<file path="src/rtl/melody_game_core_pkg.sv">
// Shared types and constants for the melody memory game core.
package melody_game_core_pkg;

  // Top-level game FSM states.
  typedef enum logic [2:0] {
    IDLE,
    PLAY_ON,
    PLAY_OFF,
    WAIT_KEY,
    ECHO,
    WIN,
    LOSE
  } state_t;

  // Where the FSM goes once a key echo has finished.
  typedef enum logic [1:0] {
    AFTER_WAIT,
    AFTER_PLAY,
    AFTER_WIN,
    AFTER_LOSE
  } after_t;

  // Note code that means "no sound, LED off".
  localparam int NOTE_SILENT = 0;

endpackage

</file>
<file path="src/rtl/melody_game_core_if.sv">
// Player-facing bus of the melody game: pattern/key inputs, sound/LED/status outputs.
interface melody_game_core_if #(
  parameter int NOTE_W    = 4,
  parameter int MAX_NOTES = 8,
  parameter int LIVES     = 3
);
  localparam int LVL_W = $clog2(MAX_NOTES + 1);
  localparam int LIV_W = $clog2(LIVES + 1);

  logic [MAX_NOTES*NOTE_W-1:0] pattern_in;
  logic                        pattern_load;
  logic                        start;
  logic                        key_valid;
  logic [NOTE_W-1:0]           key_code;
  logic [NOTE_W-1:0]           tone_out;
  logic [NOTE_W-1:0]           led_out;
  logic                        busy;
  logic [LVL_W-1:0]            level_out;
  logic [LIV_W-1:0]            lives_out;
  logic                        miss_pulse;
  logic                        game_win;
  logic                        game_over;

  // Drives the game (player / host side).
  modport master (
    output pattern_in, pattern_load, start, key_valid, key_code,
    input  tone_out, led_out, busy, level_out, lives_out,
    input  miss_pulse, game_win, game_over
  );

  // The game core itself.
  modport slave (
    input  pattern_in, pattern_load, start, key_valid, key_code,
    output tone_out, led_out, busy, level_out, lives_out,
    output miss_pulse, game_win, game_over
  );

endinterface

</file>
<file path="src/rtl/melody_game_core_tick_gen.sv">
// Free-running prescaler: tick is high for one clk in every DIV clks.
module tick_gen #(
  parameter int DIV = 1
) (
  input  logic clk,
  input  logic reset,
  output logic tick
);
  localparam int CW = (DIV > 1) ? $clog2(DIV) : 1;
  localparam logic [CW-1:0] LAST = CW'(DIV - 1);

  logic [CW-1:0] r_cnt;

  // Count 0..DIV-1 and wrap; the tick marks the wrap cycle.
  always_ff @(posedge clk) begin
    // NOTE: sequential state uses non-blocking assignments only, so every
    // register samples the pre-edge values regardless of statement order.
    if (reset)              r_cnt <= '0;
    else if (r_cnt == LAST) r_cnt <= '0;
    else                    r_cnt <= r_cnt + CW'(1);
  end

  assign tick = (r_cnt == LAST);

endmodule

</file>
<file path="src/rtl/melody_game_core.sv">
// Melody memory game: plays a growing note pattern, then checks the player's echo.
module melody_game_core
  import melody_game_core_pkg::*;
#(
  parameter int NOTE_W        = 4,
  parameter int MAX_NOTES     = 8,
  parameter int START_LEN     = 3,
  parameter int TICK_DIV      = 5000000,
  parameter int ON_TICKS      = 2,
  parameter int OFF_TICKS     = 2,
  parameter int TIMEOUT_TICKS = 20,
  parameter int LIVES         = 3
) (
  input logic               clk,
  input logic               reset,
  melody_game_core_if.slave bus
);
  localparam int PW = MAX_NOTES * NOTE_W;
  localparam int IW = (MAX_NOTES > 1) ? $clog2(MAX_NOTES) : 1;
  localparam int LW = $clog2(MAX_NOTES + 1);
  localparam int VW = $clog2(LIVES + 1);
  localparam int MAX_OO = (ON_TICKS > OFF_TICKS) ? ON_TICKS : OFF_TICKS;
  localparam int MAX_T  = (TIMEOUT_TICKS > MAX_OO) ? TIMEOUT_TICKS : MAX_OO;
  localparam int CW = $clog2(MAX_T + 1);

  localparam logic [LW-1:0]     START_LVL = LW'(START_LEN);
  localparam logic [LW-1:0]     MAX_LVL   = LW'(MAX_NOTES);
  localparam logic [VW-1:0]     FULL_LIV  = VW'(LIVES);
  localparam logic [CW-1:0]     ON_LAST   = CW'(ON_TICKS - 1);
  localparam logic [CW-1:0]     OFF_LAST  = CW'(OFF_TICKS - 1);
  localparam logic [CW-1:0]     TO_LAST   = CW'(TIMEOUT_TICKS - 1);
  localparam logic [NOTE_W-1:0] SILENT    = NOTE_W'(NOTE_SILENT);

  function automatic logic [NOTE_W-1:0] note_at(input logic [PW-1:0] pat,
                                                input logic [IW-1:0] i);
    note_at = pat[i*NOTE_W +: NOTE_W];
  endfunction

  state_t            r_state;
  after_t            r_after;
  logic              r_loaded;
  logic [PW-1:0]     r_shadow;   // last loaded pattern, applied at start
  logic [PW-1:0]     r_pattern;  // pattern of the game in progress
  logic [LW-1:0]     r_level;
  logic [VW-1:0]     r_lives;
  logic [IW-1:0]     r_idx;
  logic [CW-1:0]     r_tcnt;
  logic [NOTE_W-1:0] r_note;
  logic              r_busy, r_miss, r_win, r_over;

  logic              w_tick, w_last, w_key_ok, w_restart, w_lives_low;
  logic [NOTE_W-1:0] w_note;
  logic [PW-1:0]     w_start_pat;

  tick_gen #(.DIV(TICK_DIV)) u_tick (.clk(clk), .reset(reset), .tick(w_tick));

  assign w_note      = note_at(r_pattern, r_idx);
  assign w_last      = (LW'(r_idx) == r_level - LW'(1));
  assign w_key_ok    = (bus.key_code == w_note);
  assign w_lives_low = (r_lives <= VW'(1));
  assign w_start_pat = bus.pattern_load ? bus.pattern_in : r_shadow;
  assign w_restart   = bus.start && ((r_state == IDLE && r_loaded) ||
                                     r_state == WIN || r_state == LOSE);

  // Game FSM with registered outputs; every state change clears the tick counter.
  always_ff @(posedge clk) begin
    if (reset) begin
      // NOTE: the pattern registers are plain flops, not a RAM, so clearing
      // them in reset is cheap and gives a known silent pattern.
      r_state   <= IDLE;
      r_after   <= AFTER_WAIT;
      r_loaded  <= 1'b0;
      r_shadow  <= '0;
      r_pattern <= '0;
      r_level   <= '0;
      r_lives   <= '0;
      r_idx     <= '0;
      r_tcnt    <= '0;
      r_note    <= SILENT;
      r_busy    <= 1'b0;
      r_miss    <= 1'b0;
      r_win     <= 1'b0;
      r_over    <= 1'b0;
    end else begin
      r_miss <= 1'b0;
      if (w_tick) r_tcnt <= r_tcnt + CW'(1);
      if (bus.pattern_load) r_shadow <= bus.pattern_in;
      if (bus.pattern_load && r_state == IDLE) r_loaded <= 1'b1;

      if (w_restart) begin
        r_pattern <= w_start_pat;
        r_level   <= START_LVL;
        r_lives   <= FULL_LIV;
        r_idx     <= '0;
        r_tcnt    <= '0;
        r_note    <= w_start_pat[NOTE_W-1:0];
        r_busy    <= 1'b1;
        r_win     <= 1'b0;
        r_over    <= 1'b0;
        r_state   <= PLAY_ON;
      end else begin
        case (r_state)
          PLAY_ON: if (w_tick && r_tcnt == ON_LAST) begin
            r_tcnt  <= '0;
            r_note  <= SILENT;
            r_state <= PLAY_OFF;
          end
          PLAY_OFF: if (w_tick && r_tcnt == OFF_LAST) begin
            r_tcnt <= '0;
            if (w_last) begin
              r_idx   <= '0;
              r_busy  <= 1'b0;
              r_state <= WAIT_KEY;
            end else begin
              r_idx   <= r_idx + IW'(1);
              r_note  <= note_at(r_pattern, r_idx + IW'(1));
              r_state <= PLAY_ON;
            end
          end
          WAIT_KEY: begin
            if (bus.key_valid) begin
              // A key always wins over a coincident timeout.
              r_tcnt  <= '0;
              r_note  <= bus.key_code;
              r_state <= ECHO;
              if (w_key_ok) begin
                if (!w_last) begin
                  r_idx   <= r_idx + IW'(1);
                  r_after <= AFTER_WAIT;
                end else if (r_level != MAX_LVL) begin
                  r_level <= r_level + LW'(1);
                  r_idx   <= '0;
                  r_after <= AFTER_PLAY;
                end else begin
                  r_after <= AFTER_WIN;
                end
              end else begin
                r_miss  <= 1'b1;
                r_lives <= (r_lives != '0) ? r_lives - VW'(1) : '0;
                r_idx   <= '0;
                r_after <= w_lives_low ? AFTER_LOSE : AFTER_PLAY;
              end
            end else if (w_tick && r_tcnt == TO_LAST) begin
              r_tcnt  <= '0;
              r_miss  <= 1'b1;
              r_lives <= (r_lives != '0) ? r_lives - VW'(1) : '0;
              r_idx   <= '0;
              if (w_lives_low) begin
                r_over  <= 1'b1;
                r_state <= LOSE;
              end else begin
                r_note  <= note_at(r_pattern, '0);
                r_busy  <= 1'b1;
                r_state <= PLAY_ON;
              end
            end
          end
          ECHO: if (w_tick && r_tcnt == ON_LAST) begin
            r_tcnt <= '0;
            r_note <= SILENT;
            case (r_after)
              AFTER_WAIT: r_state <= WAIT_KEY;
              AFTER_PLAY: begin
                r_note  <= w_note;
                r_busy  <= 1'b1;
                r_state <= PLAY_ON;
              end
              AFTER_WIN: begin
                r_win   <= 1'b1;
                r_state <= WIN;
              end
              default: begin
                r_over  <= 1'b1;
                r_state <= LOSE;
              end
            endcase
          end
          IDLE, WIN, LOSE: ;
          default: r_state <= IDLE;
        endcase
      end
    end
  end

  assign bus.tone_out   = r_note;
  assign bus.led_out    = r_note;
  assign bus.busy       = r_busy;
  assign bus.level_out  = r_level;
  assign bus.lives_out  = r_lives;
  assign bus.miss_pulse = r_miss;
  assign bus.game_win   = r_win;
  assign bus.game_over  = r_over;

endmodule

</file>
<file path="src/flat_wrapper.sv">
// flat-port wrapper written by rule: the top's interface ports become plain ports
module melody_game_core_flat import melody_game_core_pkg::*;
#(
  parameter int NOTE_W        = 4,
  parameter int MAX_NOTES     = 8,
  parameter int START_LEN     = 3,
  parameter int TICK_DIV      = 5000000,
  parameter int ON_TICKS      = 2,
  parameter int OFF_TICKS     = 2,
  parameter int TIMEOUT_TICKS = 20,
  parameter int LIVES         = 3
)
  (clk, reset, bus_pattern_in, bus_pattern_load, bus_start, bus_key_valid, bus_key_code, bus_tone_out, bus_led_out, bus_busy, bus_level_out, bus_lives_out, bus_miss_pulse, bus_game_win, bus_game_over);
  melody_game_core_if #(.NOTE_W(NOTE_W), .MAX_NOTES(MAX_NOTES), .LIVES(LIVES)) bus_i ();
  input logic clk;
  input logic reset;
  input wire logic [$bits(bus_i.pattern_in)-1:0] bus_pattern_in;
  input wire logic [$bits(bus_i.pattern_load)-1:0] bus_pattern_load;
  input wire logic [$bits(bus_i.start)-1:0] bus_start;
  input wire logic [$bits(bus_i.key_valid)-1:0] bus_key_valid;
  input wire logic [$bits(bus_i.key_code)-1:0] bus_key_code;
  output wire logic [$bits(bus_i.tone_out)-1:0] bus_tone_out;
  output wire logic [$bits(bus_i.led_out)-1:0] bus_led_out;
  output wire logic [$bits(bus_i.busy)-1:0] bus_busy;
  output wire logic [$bits(bus_i.level_out)-1:0] bus_level_out;
  output wire logic [$bits(bus_i.lives_out)-1:0] bus_lives_out;
  output wire logic [$bits(bus_i.miss_pulse)-1:0] bus_miss_pulse;
  output wire logic [$bits(bus_i.game_win)-1:0] bus_game_win;
  output wire logic [$bits(bus_i.game_over)-1:0] bus_game_over;
  assign bus_i.pattern_in = bus_pattern_in;
  assign bus_i.pattern_load = bus_pattern_load;
  assign bus_i.start = bus_start;
  assign bus_i.key_valid = bus_key_valid;
  assign bus_i.key_code = bus_key_code;
  assign bus_tone_out = bus_i.tone_out;
  assign bus_led_out = bus_i.led_out;
  assign bus_busy = bus_i.busy;
  assign bus_level_out = bus_i.level_out;
  assign bus_lives_out = bus_i.lives_out;
  assign bus_miss_pulse = bus_i.miss_pulse;
  assign bus_game_win = bus_i.game_win;
  assign bus_game_over = bus_i.game_over;
  melody_game_core #(.NOTE_W(NOTE_W), .MAX_NOTES(MAX_NOTES), .START_LEN(START_LEN), .TICK_DIV(TICK_DIV), .ON_TICKS(ON_TICKS), .OFF_TICKS(OFF_TICKS), .TIMEOUT_TICKS(TIMEOUT_TICKS), .LIVES(LIVES)) u_core (.clk(clk), .reset(reset), .bus(bus_i));
endmodule
</file>
<file path="config.mk">
export PLATFORM = sky130hd
export DESIGN_NAME = melody_game_core_flat
export DESIGN_NICKNAME = d
export VERILOG_FILES = /design/src/rtl/melody_game_core_pkg.sv /design/src/rtl/melody_game_core_if.sv /design/src/rtl/melody_game_core_tick_gen.sv /design/src/rtl/melody_game_core.sv /design/src/flat_wrapper.sv
export SDC_FILE = /design/constraint.sdc
export NUM_CORES = 1
export LEC_CHECK = 0
export ABC_CLOCK_PERIOD_IN_PS = 7900
export CELL_PAD_IN_SITES_DETAIL_PLACEMENT = 1
export CELL_PAD_IN_SITES_GLOBAL_PLACEMENT = 1
export CORE_ASPECT_RATIO = 0.5
export CORE_MARGIN = 5
export CORE_UTILIZATION = 47
export DETAILED_ROUTE_END_ITERATION = 7
export GPL_TIMING_DRIVEN = 1
export HOLD_SLACK_MARGIN = 0.05
export PLACE_DENSITY = 0.92
export SLEW_MARGIN = 20
export SYNTH_ARGS = -nofsm -noshare
export SYNTH_HDL_FRONTEND = slang
export SYNTH_HIERARCHICAL = 1
export SYNTH_SLANG_ARGS = --single-unit
</file>
<file path="constraint.sdc">
create_clock -name clk -period 7.9 [get_ports clk]
set_input_delay 1.58 -clock clk [delete_from_list [all_inputs] [get_ports clk]]
set_output_delay 1.58 -clock clk [all_outputs]
set_load 0.05 [all_outputs]
</file>
Word-level counts from Yosys, hierarchy flattened
Index checks and enable logic that the tools add are counted.
{"block": "classes", "eq_ne": 36, "mux": 68, "addsub": 6, "shift": 2, "magnitude_cmp": 1, "reduce_logical": 37, "n_bitwise": 3}
{"cell": "variable part select 32 x 6 -> 4 bit", "n": 2}
{"cell": "two-way mux 3 bit", "n": 13}
{"cell": "two-way mux 4 bit", "n": 9}
{"cell": "two-way mux 2 bit", "n": 17}
{"cell": "two-way mux 32 bit", "n": 1}
{"cell": "adder 23 x 1 -> 23 bit (second input constant)", "n": 1}
{"cell": "== test 23 bit (second input constant)", "n": 1}
{"cell": "two-way mux 5 bit", "n": 4}
{"cell": "AND reduction 5 bit", "n": 4}
{"cell": "inequality test 3 x 1 -> 1 bit (second input constant)", "n": 6}
{"cell": "two-way mux 1 bit", "n": 17}
{"cell": "one-hot mux 4 bit (4 select lines)", "n": 1}
{"cell": "nonzero test 2 bit", "n": 8}
{"cell": "one-hot mux 3 bit (5 select lines)", "n": 1}
{"cell": "inequality test 2 x 1 -> 1 bit (second input constant)", "n": 6}
{"cell": "OR reduction 3 bit", "n": 4}
{"cell": "one-hot mux 5 bit (2 select lines)", "n": 1}
{"cell": "== test 3 bit (second input constant)", "n": 3}
{"cell": "inequality test 3 x 2 -> 1 bit (second input constant)", "n": 3}
{"cell": "one-hot mux 3 bit (3 select lines)", "n": 1}
{"cell": "AND reduction 3 bit", "n": 3}
{"cell": "AND reduction 8 bit", "n": 1}
{"cell": "AND reduction 7 bit", "n": 1}
{"cell": "== test 3 x 2 -> 1 bit (second input constant)", "n": 2}
{"cell": "other kinds (33)", "n": 43}
{"block": "totals", "elab_cells": 170, "register_bits": 115}

Longest topological paths before layout
{"block": "logic_depth", "ltp_word": 7, "depth_mapped": 12}

Cells and area by module
The synthesis kept the hierarchy.
{"module": "melody_game_core", "n_inst": 1, "seq_area_each_um2": 1841.8, "area_per_inst_um2": 4357.9, "cells_each": 447}
{"module": "tick_gen", "n_inst": 1, "seq_area_each_um2": 460.4, "area_per_inst_um2": 1073.5, "cells_each": 123}

Worst setup path before layout
Ideal clock, no wire load.
{"block": "synth_timing", "path_kind": "input to register", "startpoint": "input port bus_pattern_load", "endpoint": "register u_core.r_note[2] (netlist: u_core/bus.led_out[2])", "setup_slack_ns": 5.033, "required_time_ns": 7.764, "cell_stages": 6, "arrival_time_ns": 2.731, "path_cell_list": "clkbuf_1 > clkbuf_1 > mux2i_1 > nor2_1 > nand2_1 > o311ai_1"}
{"block": "synth_between", "elab_chain_len": 2}
{"item": "start: declaration", "line": "flat_wrapper.sv:18", "source": "input wire logic [$bits(bus_i.pattern_load)-1:0] bus_pattern_load;"}
{"item": "two-way mux 32 bit", "line": "melody_game_core.sv:61", "source": "assign w_start_pat = bus.pattern_load ? bus.pattern_in : r_shadow;"}
{"item": "two-way mux 4 bit", "line": "melody_game_core.sv:90", "source": "if (w_restart) begin"}
{"item": "end signal: assignment", "line": "melody_game_core.sv:96", "source": "r_note <= w_start_pat[NOTE_W-1:0];"}
{"item": "end signal: assignment", "line": "melody_game_core.sv:116", "source": "r_note <= note_at(r_pattern, r_idx + IW'(1));"}
{"item": "end signal: assignment", "line": "melody_game_core.sv:124", "source": "r_note <= bus.key_code;"}
{"item": "end: declaration", "line": "melody_game_core.sv:48", "source": "logic [NOTE_W-1:0] r_note;"}
Every way passes these cells.
A chain may end at the register's enable or synchronous reset.

Final worst setup path
{"block": "layout_timing", "startpoint": "register u_core.u_tick.r_cnt[0]", "endpoint": "register u_core.r_note[3] (netlist: u_core/bus.led_out[3])"}
{"block": "layout_between", "elab_chain_len": 4, "word_cells_on_any_way": 8, "classes_between": "eq/ne (5); reduce/logical (3)"}
{"item": "start: declaration", "line": "melody_game_core_tick_gen.sv:12", "source": "logic [CW-1:0] r_cnt;"}
{"item": "start signal: assignment", "line": "melody_game_core_tick_gen.sv:20", "source": "else r_cnt <= r_cnt + CW'(1);"}
{"item": "== test 23 bit *", "line": "melody_game_core_tick_gen.sv:23", "source": "assign tick = (r_cnt == LAST);"}
{"item": "via u_core.w_tick", "line": "melody_game_core.sv:51", "source": "logic w_tick, w_last, w_key_ok, w_restart, w_lives_low;"}
{"item": "logical AND 1 bit (on tied branches)"}
{"item": "inequality test 4 x 2 -> 1 bit (no source line) or inequality test 3 x 1 -> 1 bit (tied branches)"}
{"item": "AND reduction 7 bit (no source line) *"}
{"item": "end signal: assignment", "line": "melody_game_core.sv:124"}
{"item": "end signal: assignment", "line": "melody_game_core.sv:152", "source": "r_note <= note_at(r_pattern, '0);"}
{"item": "end signal: assignment", "line": "melody_game_core.sv:164", "source": "r_note <= w_note;"}
The timed path passes the listed nets; every way through them passes the cells marked *.

==> results by group <==
Placed design
  – Pre-CTS setup slack: 4.03 ns
  – Port bufs: 58
  – Placed cell area: 6060 sq um
  – GP Congestion: 0.875
  – Post-DP HPWL: 10,300 um

Global routing
  – GR Overflow Total: 0
  – Initial antenna violation count: 0
  – First-pass GRT wire length: 28,700 um
  – Vias in the first global route: 5,234
  – Gr usage total: 26.6%
  – Largest net degree at the start of global routing: 56

Route
  – Final Routed Wirelength: 18,400 um
  – Vias per cell: 6.34
  – Via count: 4,885
  – DRC viols: 0
  – Avg WL per Cell: 23.9 um
  – Iter 0 DRT Violations: 440
  – First-pass iteration count of the detailed router: 5
  – Post-DRT Antenna Nets: 0

Logic synthesis
  – Syn nets: 620
  – Mapped Area: 5430 sq um
  – Ys async rst share: 0%
  – Register area share after synthesis: 42.4%
  – Avg Cell Area, Syn: 9.53 sq um
  – Count leader, synth: dfxtp_1
  – Post-synth top area share: 42.4%
  – Main area contributors after synthesis: dfxtp_1 42%, mux2i_1 9.6%, nor2_1 6.4%, o22a_1 5.0%, mux4_2 5.0%
  – Gate Count Post-Synth: 570
  – Largest area contributor in the netlist: dfxtp_1
  – Synth warnings: 6
  – Synthesized flop and latch total: 115
  – Commonest cells in the netlist: 115 x dfxtp_1, 93 x nor2_1, 52 x mux2i_1
  – EDFF count, synth: 0
  – Synth Flop Type: dfxtp_1
  – Number of distinct library cells after synthesis: 64

Die
  – Initial core utilization: 48.7%
  – Top Ports: 59
  – Core Box Area: 11,100 sq um
  – Die Wd: 162 um
  – # rows: 27
  – Vert. Die Dim: 86.0 um
  – Die area: 13,900 sq um

Clock network
  – CTS tree: built
  – PostCTS Resize Cnt: 0
  – Clock Root Buffer: clkbuf_16
  – CTS clk-pin slew, worst paths: 0.06 ns
  – Max H-tree Level: 4
  – Post-CTS Setup Bufs: 0
  – CTS max path bufs: 2
  – Clk Latency, worst-skew pair: 0.42 ns
  – Hold Buf Count CTS: 0
  – Num CTS Buffers: 17
  – TritonCTS Sinks: 115

Power and ir drop
  – Gate power share: 9.6%
  – Int Power: 1.19 mW
  – Tot Pwr: 1.61 mW
  – Sw Ratio: 26.1%
  – Pwr dens: 241 nW/um^2
  – Pleak: 2.59 nW
  – Net switching power: 0.421 mW
  – Seq pwr share: 39.7%
  – Share of total power in the clock network: 50.7%
  – VDD IR-drop max: 0.000207 V

STA
  – Max_slew headroom: 29.8%
  – Setup TNS: 0 ns
  – Final setup viols: 0
  – Fin. Hold Viols: 0
  – Final WS setup: 3.93 ns
  – RSZ-0062 raised after global routing: false
  – Final min period: 3.97 ns
  – Fmax achieved: 0.252 GHz
  – Worst-Margin Slew: 1.05 ns
  – Slew Limit Fails: 0
  – Worst clock skew: 0.0126 ns
  – Hold slack: 0.496 ns
  – Final period util: 50.2%

Layout
  – Area Growth Syn to Fin: 23.0%
  – Layout Nets: 662
  – Layout cells sized above 1: 10.1%
  – Area of all placed cells without fillers: 6680 sq um
  – Antenna diode count: 0

Setup path
  – Critical path class: reg -> reg
  – Worst-path fanout max: 9
  – Critical-path cell list: ha_1, and3_1, nand4_1, nor2_1, nand4b_1, nor3_1, nor2_1, nand2_1, nand2_1, o22a_1, a21oi_1
  – Critical path required time: 8.23 ns
  – Worst Setup Start Kind: register
  – R2R Setup Slk: 3.93 ns
  – Endpoint class of the critical path: register
  – Largest stage delay on the critical path: 0.68 ns
  – Critical Path AT: 4.30 ns
  – CP max stage cell: nor3_1

Outcome
  – Outcome: finished clean

Job
  – Max Cap Viol: 0

Min path
  – Hold Path Class: reg -> reg
[state kept, by name (all words and copies together), names as in the netlist]
signal and cells:
u_core/r_state 3, u_core/r_after 2, u_core/bus.led_out 4, u_core/r_tcnt 5, u_core/bus.game_win 1, u_core/r_idx 3, u_core/r_loaded 1, u_core/u_tick/r_cnt 23
u_core/bus.miss_pulse 1, u_core/bus.lives_out 2, u_core/r_pattern 32, u_core/r_shadow 32, u_core/bus.level_out 4, u_core/bus.game_over 1, u_core/bus.busy 1
[path summary, 6_finish.rpt]
path,start,endpoint,cells past startpoint
max,u_core/u_tick/r_cnt[0],u_core/bus.led_out[3],11
min,u_core/bus.game_win,u_core/bus.game_win,2
max reg2reg,u_core/u_tick/r_cnt[0],u_core/bus.led_out[3],11
min reg2reg,u_core/bus.game_win,u_core/bus.game_win,2
[metal layers]
metal	global-route usage [%]	wire [um]
met4	15.2	959
met3	6.34	1040
met5	0	0
met2	48.2	9220
met1	28.8	7190
[layout make-up]
class                   instances  area, sq um
fillers                      1205         4470
multi-input cells             397         2900
flip-flops and latches        115         2300
repair buffers                 63          608
clock buffers                  18          439
well taps                     145          181
clock inverters                14          179
inverters                      18         67.6
[critical path, delay by kind of cell (launching register included)]
family                     cells  cell delay [ns]
DFF                            1             0.41
AOI/OAI and AO/OA              2             0.47
adders and majority gates      1             0.26
and+or+nand+nor                8             2.73
[layout by cell type, fill, tap and decap left out, types with 10 or more instances in the layout]
cell               n
a21oi_1           20
clkbuf_16         17
clkdlybuf4s50_1   56
dfxtp_1          115
inv_1             18
mux2i_1           52
mux4_2            12
nand2_1           24
nand3_1           14
nor2_1            92
o21ai_0           10
o22a_1            31
xnor2_1           15
xor2_1            11
[logic make-up after synthesis]
| family | Yosys count | share of synthesized area, % |
|---|---|---|
| adders and majority gates | 9 | 2.07 |
| AOI/OAI and AO/OA | 106 | 14.4 |
| DFF | 115 | 42.4 |
| and+or+nand+nor | 191 | 17.4 |
| xor gates and xnor gates | 26 | 4.19 |
| buffers and inverters | 58 | 4.56 |
| muxes | 65 | 15.0 |
[power groups by stage]
stage | combinational (mW) | sequential [mW] | clock, mW
after detailed placement | 0.144 | 0.647 | 0
after CTS | 0.152 | 0.638 | 0.821
after floorplan | 0.0893 | 0.645 | 0
final | 0.155 | 0.639 | 0.815
after global placement | 0.137 | 0.644 | 0
after global routing | 0.162 | 0.641 | 0.848
[per-stage QoR]
stage | utilization [%] | cells
after CTS | 59.9 | 770
after detailed placement | 54.4 | 738
final | 59.9 | 770
after global routing | 59.9 | 770
after global placement | 54.4 | 738
after floorplan | - | 570
(Power assumes the default switching activity.)
